`config.mk`:
```
export PLATFORM = sky130hd
export DESIGN_NAME = line_buffer_reader
export DESIGN_NICKNAME = d
export VERILOG_FILES = /design/src/rtl/vdp_pkg.sv /design/src/rtl/lb_word_fifo.sv /design/src/rtl/line_buffer_reader.sv
export SDC_FILE = /design/constraint.sdc
export NUM_CORES = 1
export LEC_CHECK = 0
export BUFFER_PORTS_ARGS = -buffer_cell sky130_fd_sc_hd__clkbuf_2
export CORE_ASPECT_RATIO = 1.25
export CORE_UTILIZATION = 50
export CTS_BUF_LIST = sky130_fd_sc_hd__clkbuf_16
export DETAILED_ROUTE_END_ITERATION = 8
export GPL_ROUTABILITY_DRIVEN = 0
export GPL_TIMING_DRIVEN = 1
export HOLD_SLACK_MARGIN = 0.08
export PLACE_DENSITY = 0.7
export SYNTH_ARGS = -nofsm -noshare
export SYNTH_HDL_FRONTEND = slang
export SYNTH_HIERARCHICAL = 1
export SYNTH_SLANG_ARGS = --single-unit
```
`constraint.sdc`:
```
create_clock -name clk_pix -period 4.95 [get_ports clk_pix]
set_clock_uncertainty 0.2 [all_clocks]
set_input_delay 0.2475 -clock clk_pix [delete_from_list [all_inputs] [get_ports clk_pix]]
set_output_delay 0.2475 -clock clk_pix [all_outputs]
set_load 0.1 [all_outputs]
```
`src/rtl/vdp_pkg.sv`:
```
// Shared line buffer types for the pixel-clock reader: word layout,
// pixel slicing helper and reader FSM states.
package vdp_pkg;

    localparam int LB_PIXEL_W         = 9;
    localparam int LB_PIXELS_PER_WORD = 8;
    localparam int LB_WORD_W          = LB_PIXEL_W * LB_PIXELS_PER_WORD;

    // Pixel i of a word occupies bits [9*i+8 : 9*i]; pixel 0 is shown first.
    typedef logic [LB_PIXELS_PER_WORD-1:0][LB_PIXEL_W-1:0] lb_word_t;

    typedef enum logic [1:0] {
        IDLE     = 2'd0,
        PREFETCH = 2'd1,
        STREAM   = 2'd2
    } lb_reader_state_t;

    // Select one palette index out of a buffered word.
    function automatic logic [LB_PIXEL_W-1:0] lb_pixel(input lb_word_t word,
                                                       input logic [2:0] idx);
        return word[idx];
    endfunction

endpackage

```
`src/rtl/lb_word_fifo.sv`:
```
// Two-entry word FIFO between the line buffer read port and the pixel
// serializer. Flush has priority over push/pop so a new line starts empty.
module lb_word_fifo
    import vdp_pkg::*;
(
    input  logic       clk,
    input  logic       rst,
    input  logic       flush,
    input  logic       push,
    input  lb_word_t   push_data,
    input  logic       pop,
    output lb_word_t   head,
    output logic [1:0] count
);

    lb_word_t mem [0:1];
    logic     wr_ptr;
    logic     rd_ptr;

    assign head = mem[rd_ptr];

    // Storage, pointers and occupancy; the reader never pushes when full
    // or pops when empty.
    always_ff @(posedge clk or posedge rst) begin
        if (rst) begin
            mem[0] <= '0;
            mem[1] <= '0;
            wr_ptr <= 1'b0;
            rd_ptr <= 1'b0;
            count  <= 2'd0;
        end else if (flush) begin
            wr_ptr <= 1'b0;
            rd_ptr <= 1'b0;
            count  <= 2'd0;
        end else begin
            if (push) begin
                mem[wr_ptr] <= push_data;
                wr_ptr      <= ~wr_ptr;
            end
            if (pop) begin
                rd_ptr <= ~rd_ptr;
            end
            case ({push, pop})
                2'b10:   count <= count + 2'd1;
                2'b01:   count <= count - 2'd1;
                default: count <= count;
            endcase
        end
    end

endmodule

```
`src/rtl/line_buffer_reader.sv`:
```
// Pixel-clock side reader of the 72-bit line buffer. Prefetches two words
// ahead of the beam, serializes one palette index per active pixel and
// optionally zeroes each word behind the read pointer.
//
// Read port handshake: lb_rd_en/lb_rd_addr are registered; the RAM returns
// lb_rd_data exactly one cycle after the cycle in which lb_rd_en is high.
// Every read carries the line generation it was issued under, and data
// returning under a stale generation (after an aborting line_start) is
// dropped instead of being pushed into the FIFO.
module line_buffer_reader
    import vdp_pkg::*;
#(
    parameter int                    WORDS_PER_LINE = 80,
    parameter int                    ADDR_W         = 9,
    parameter logic [LB_PIXEL_W-1:0] BG_COLOUR      = 9'd0,
    parameter bit                    CLEAR_EN       = 1'b1
) (
    input  logic                  clk_pix,
    input  logic                  rst_pix,
    input  logic                  line_start,
    input  logic                  de,
    output logic                  lb_rd_en,
    output logic [ADDR_W-1:0]     lb_rd_addr,
    input  logic [LB_WORD_W-1:0]  lb_rd_data,
    output logic [7:0]            lb_clr_we,
    output logic [ADDR_W-1:0]     lb_clr_addr,
    output logic [LB_PIXEL_W-1:0] colour,
    output logic                  colour_valid,
    output logic                  underrun
);

    localparam int               CNT_W = $clog2(WORDS_PER_LINE + 1);
    localparam logic [CNT_W-1:0] WPL_C = CNT_W'(WORDS_PER_LINE);

    lb_reader_state_t      state;
    logic                  gen;
    logic                  rd_tag;
    logic                  pend;
    logic                  pend_tag;
    logic [CNT_W-1:0]      words_issued;
    logic [CNT_W-1:0]      words_popped;
    logic [2:0]            pix_cnt;

    lb_word_t              fifo_head;
    logic [1:0]            fifo_count;
    logic                  fifo_empty;
    logic                  push;
    logic                  rd_live;
    logic                  consume;
    logic                  pop;
    logic [2:0]            occupancy;
    logic [2:0]            limit;
    logic                  more_words;
    logic                  issue;
    logic [LB_PIXEL_W-1:0] colour_next;

    lb_word_fifo u_fifo (
        .clk       (clk_pix),
        .rst       (rst_pix),
        .flush     (line_start),
        .push      (push),
        .push_data (lb_rd_data),
        .pop       (pop),
        .head      (fifo_head),
        .count     (fifo_count)
    );

    // Consumption, FIFO budget (entries plus live in-flight reads) and next pixel.
    always_comb begin
        fifo_empty  = (fifo_count == 2'd0);
        push        = pend && (pend_tag == gen);
        rd_live     = lb_rd_en && (rd_tag == gen);
        consume     = (state == STREAM) && de && !fifo_empty;
        pop         = consume && (pix_cnt == 3'd7) && !line_start;
        occupancy   = {1'b0, fifo_count} + {2'b00, rd_live} + {2'b00, push};
        limit       = 3'd2 + {2'b00, pop};
        more_words  = (words_issued < WPL_C);
        issue       = 1'b0;
        if (state == PREFETCH) begin
            issue = more_words;
        end else if (state == STREAM) begin
            issue = more_words && (occupancy < limit);
        end
        colour_next = '0;
        if (de) begin
            colour_next = consume ? lb_pixel(fifo_head, pix_cnt) : BG_COLOUR;
        end
    end

    // Reader FSM with registered read strobe, pixel output and underrun flag.
    always_ff @(posedge clk_pix or posedge rst_pix) begin
        if (rst_pix) begin
            state        <= IDLE;
            gen          <= 1'b0;
            rd_tag       <= 1'b0;
            pend         <= 1'b0;
            pend_tag     <= 1'b0;
            words_issued <= '0;
            words_popped <= '0;
            pix_cnt      <= 3'd0;
            lb_rd_en     <= 1'b0;
            lb_rd_addr   <= '0;
            colour       <= '0;
            colour_valid <= 1'b0;
            underrun     <= 1'b0;
        end else begin
            lb_rd_en     <= 1'b0;
            pend         <= lb_rd_en;
            pend_tag     <= rd_tag;
            colour       <= colour_next;
            colour_valid <= de;
            if (line_start) begin
                // Abort whatever was running and fetch word 0 immediately.
                state        <= PREFETCH;
                gen          <= ~gen;
                rd_tag       <= ~gen;
                lb_rd_en     <= 1'b1;
                lb_rd_addr   <= '0;
                words_issued <= CNT_W'(1);
                words_popped <= '0;
                pix_cnt      <= 3'd0;
                underrun     <= 1'b0;
            end else begin
                if (de && fifo_empty && (state != IDLE)) begin
                    underrun <= 1'b1;
                end
                if (consume) begin
                    pix_cnt <= pix_cnt + 3'd1;
                end
                if (pop) begin
                    words_popped <= words_popped + CNT_W'(1);
                end
                if (issue) begin
                    lb_rd_en     <= 1'b1;
                    lb_rd_addr   <= lb_rd_addr + ADDR_W'(1);
                    rd_tag       <= gen;
                    words_issued <= words_issued + CNT_W'(1);
                end
                case (state)
                    PREFETCH: state <= STREAM;
                    STREAM: begin
                        if (pop && (words_popped == WPL_C - CNT_W'(1))) begin
                            state <= IDLE;
                        end
                    end
                    default: state <= state;
                endcase
            end
        end
    end

    // Zero the popped word one cycle after it leaves the FIFO; a pending
    // clear is not cancelled by line_start.
    always_ff @(posedge clk_pix or posedge rst_pix) begin
        if (rst_pix) begin
            lb_clr_we   <= 8'h00;
            lb_clr_addr <= '0;
        end else if (CLEAR_EN && pop) begin
            lb_clr_we   <= 8'hFF;
            lb_clr_addr <= ADDR_W'(words_popped);
        end else begin
            lb_clr_we   <= 8'h00;
        end
    end

endmodule

```
==> impl_metrics.json <==
{
  "root_buffer": "clkbuf_16",
  "synth_area_per_cell_um2": 14.8,
  "tightest_slew_ns": 1.27,
  "grt_pass1_vias": 6093,
  "drtIter0Drc": 281,
  "synthArstFlopShare_pct": 100,
  "cp-end-kind": "register",
  "start_kind": "register",
  "setup_viol": 0,
  "totalWireLength_mm": 19.1,
  "clockBufferDepth": 2,
  "slew_violations": 0,
  "clock_latency_ns": 0.43,
  "yosysUniqueCellTypes": 44,
  "synthCells": 654,
  "synthTopCellsByArea": "dfrtp_1, mux2_2, mux2_4, mux4_2, buf_12",
  "critPathBufInv": 1,
  "initial_utilization_pct": 51.3,
  "drt-pass1-iter-count": 4,
  "dp_hpwl_mm": 12.0,
  "path_clk_slew_ns": 0.07,
  "cts-resized-gates": 0,
  "synthAdderAreaFrac_pct": 0.983,
  "vias": 5716,
  "die-width_um": 126,
  "yosysWarningCount": 6,
  "synth_seq_cells": 200,
  "worstPathMaxFanout": 20,
  "fin_crit_sh_pct": 64.3,
  "place_inst": 958,
  "required_ns": 5.08,
  "crit_path_top_delay_cell": "o21ai_1",
  "synth-edff-count": 0,
  "fmax_mhz": 314,
  "synth_top_family_by_area": "multiplexers",
  "synth_area_mm2": 0.00967,
  "cts_buffers": 17,
  "fillers": 1425,
  "leakagePower_nw": 5.19,
  "h-tree-depth": 4,
  "r2r_setup_slack_ns": 1.77,
  "grt_usage_pct": 20.5,
  "criticalPathCategory": "reg -> reg",
  "postCtsSetupBuffers": 0,
  "grt_max_degree": 106,
  "grt_first_pass_wirelength_mm": 31.3,
  "area_growth_pct": 18.6,
  "slew_headroom_pct": 15.0,
  "cap_violations": 0,
  "crit_path_frequent_cell": "o21ai_0",
  "io_pins": 114,
  "core_mm2": 0.0188,
  "ir_worst_vdd_v": 0.000280,
  "crit_path_cell_trace": "xnor2_1 -> nand2_1 -> fa_1 -> inv_1 -> ha_1 -> o21ai_0 -> o21ai_1 -> o21ai_0 -> a21oi_1",
  "muxShareOfSynthArea_pct": 34.3,
  "synth_compound_area_share_pct": 2.03,
  "antenna_left": 0,
  "wire_per_inst_um": 18.0,
  "cts_tree": "built",
  "synthDominantCellAreaShare_pct": 51.8,
  "hp-class": "reg -> reg",
  "finalHoldViolCount": 0,
  "routed_via_density": 5.37,
  "num_rows": 56,
  "slowest_delay_ns": 1.01,
  "crit_arrival_ns": 3.31,
  "critPathTopFamily": "compound AO/OA/AOI/OAI gates",
  "powerDensity_mw_per_mm2": 531,
  "die_h_um": 157,
  "numClockSinks": 200,
  "synth_top_flop_cell": "dfrtp_1",
  "final_nets": 902,
  "finalPower_mw": 6.09,
  "portBuffers": 111,
  "die-area_mm2": 0.0199,
  "drive_above_1_share_pct": 47.6,
  "rsz0062_at_grt": "no",
  "synth-xor-area-share_pct": 1.36,
  "synthSimpleGateAreaFrac_pct": 4.92,
  "layout_min_cycle_time_ns": 3.18,
  "antenna_found_initial": 1,
  "instances_no_fill": 1065,
  "status": "finished, final reports clean",
  "postCtsHoldBufs": 74,
  "drcViolationCount": 0,
  "fin_tns_setup_ns": 0,
  "grt-ovfl-total": 0,
  "seq_area_frac_synth_pct": 51.8,
  "synth_top_cell_by_area": "dfrtp_1"
}
## worst reg2reg max path, stage by stage (launching register included)
cell	delay (ns)
dfrtp_1	0.43
xnor2_1	0.17
nand2_1	0.11
fa_1	0.40
inv_1	0.07
ha_1	0.11
o21ai_0	0.13
o21ai_1	1.01
o21ai_0	0.26
a21oi_1	0.20
## metrics by stage
stage / hold WS (ns) / worst slack [ns] / utilization [%] / area, um2
finish: 0.233 / 1.77 / 60.9 / 11500
floorplan: 0.0789 / 0.523 / - / 9670
CTS: 0.237 / 1.76 / 60.9 / 11500
detailed placement: 0.227 / 1.83 / 54.0 / 10200
global placement: 0.207 / 1.95 / 54.0 / 10200
global route: 0.247 / 1.51 / 60.9 / 11500
## cell usage in the layout (no fill, tap or decap), types with 13 or more instances in the layout
| cell type | n |
|---|---|
| mux4_2 | 18 |
| nand2_1 | 13 |
| mux2i_1 | 14 |
| mux2_4 | 70 |
| nor2_1 | 29 |
| clkbuf_16 | 17 |
| a21oi_1 | 13 |
| dlygate4sd3_1 | 74 |
| clkbuf_2 | 111 |
| o21ai_0 | 13 |
| mux2_2 | 153 |
| dfrtp_1 | 199 |
## where the power goes
group / internal [mW] / switching, mW / leakage [nW]
clock network: 0.686 / 0.606 / 0.274
registers: 2.28 / 0.364 / 2.48
logic: 1.33 / 0.815 / 2.43
total: 4.30 / 1.79 / 5.19
## cells in the mapped netlist (2+ instances only)
library cell	number
nor3b_1	3
o31ai_1	3
buf_6	9
nand2b_1	4
mux2i_1	14
mux2_2	153
or3_1	9
nand3_1	5
dfrtp_1	200
mux2_4	70
ha_1	6
nand3b_1	2
inv_1	10
a21oi_1	13
nor2b_1	2
clkbuf_1	8
nand2_1	13
nor3_2	2
buf_2	11
o211ai_1	2
mux4_2	18
nor3_1	2
xnor2_1	7
xor2_1	8
or4_1	3
buf_12	7
o21ai_0	13
nand4_1	4
buf_4	10
nor2_1	29
## worst paths after layout
path                                     from                           to  cells past startpoint
max reg2reg                   gen$_DFFE_PP0P_  words_issued[3]$_DFFE_PP0P_                      9
max in group asynchronous             rst_pix    u_fifo/mem[6]$_DFFE_PP0P_                      4
min in group asynchronous             rst_pix  u_fifo/mem[116]$_DFFE_PP0P_                      3
max                           gen$_DFFE_PP0P_  words_issued[3]$_DFFE_PP0P_                      9
min                        rd_tag$_DFFE_PP0P_           pend_tag$_DFF_PP0_                      0
min reg2reg                rd_tag$_DFFE_PP0P_           pend_tag$_DFF_PP0_                      0
## logic make-up (layout without fill, tap and decap cells)
group                      count (synthesis)  in the layout
buffers and inverters                     56            233
adders and majority gates                  7              7
DFF                                      200            200
other                                      1              3
muxes                                    255            255
AOI/OAI and AO/OA                         35             35
and+or+nand+nor                           85             85
xor gates and xnor gates                  15             15
## flip-flops by register name, indices dropped and copies added (netlist names), 2 cells and up
signal	flops
colour	9
lb_clr_addr	7
lb_rd_addr	9
pix_cnt	3
state	2
u_fifo/count	2
u_fifo/mem	144
words_issued	7
words_popped	7
## routing by layer
| layer | GRT usage (%) | wire length, um | up-vias |
|---|---|---|---|
| met5 | 0 | 0 | - |
| met4 | 6.31 | 256 | 0 |
| met3 | 3.87 | 478 | 16 |
| met2 | 36.4 | 10000 | 93 |
| met1 | 25.3 | 8410 | 2946 |
| li1 | - | - | 2661 |
## layout make-up
type | instances | area (um2) | area share (%)
Multi-Input combinational cell | 399 | 4230 | 36.9
Inverter | 10 | 42.5 | 0.371
Antenna cell | 1 | 2.50 | 0.0218
Tap cell | 232 | 290 | 2.53
Timing Repair Buffer | 191 | 1350 | 11.8
Clock buffer | 17 | 425 | 3.71
Sequential cell | 200 | 5010 | 43.7
Clock inverter | 15 | 118 | 1.03
Note: power is estimated with default switching activity, not from simulation.
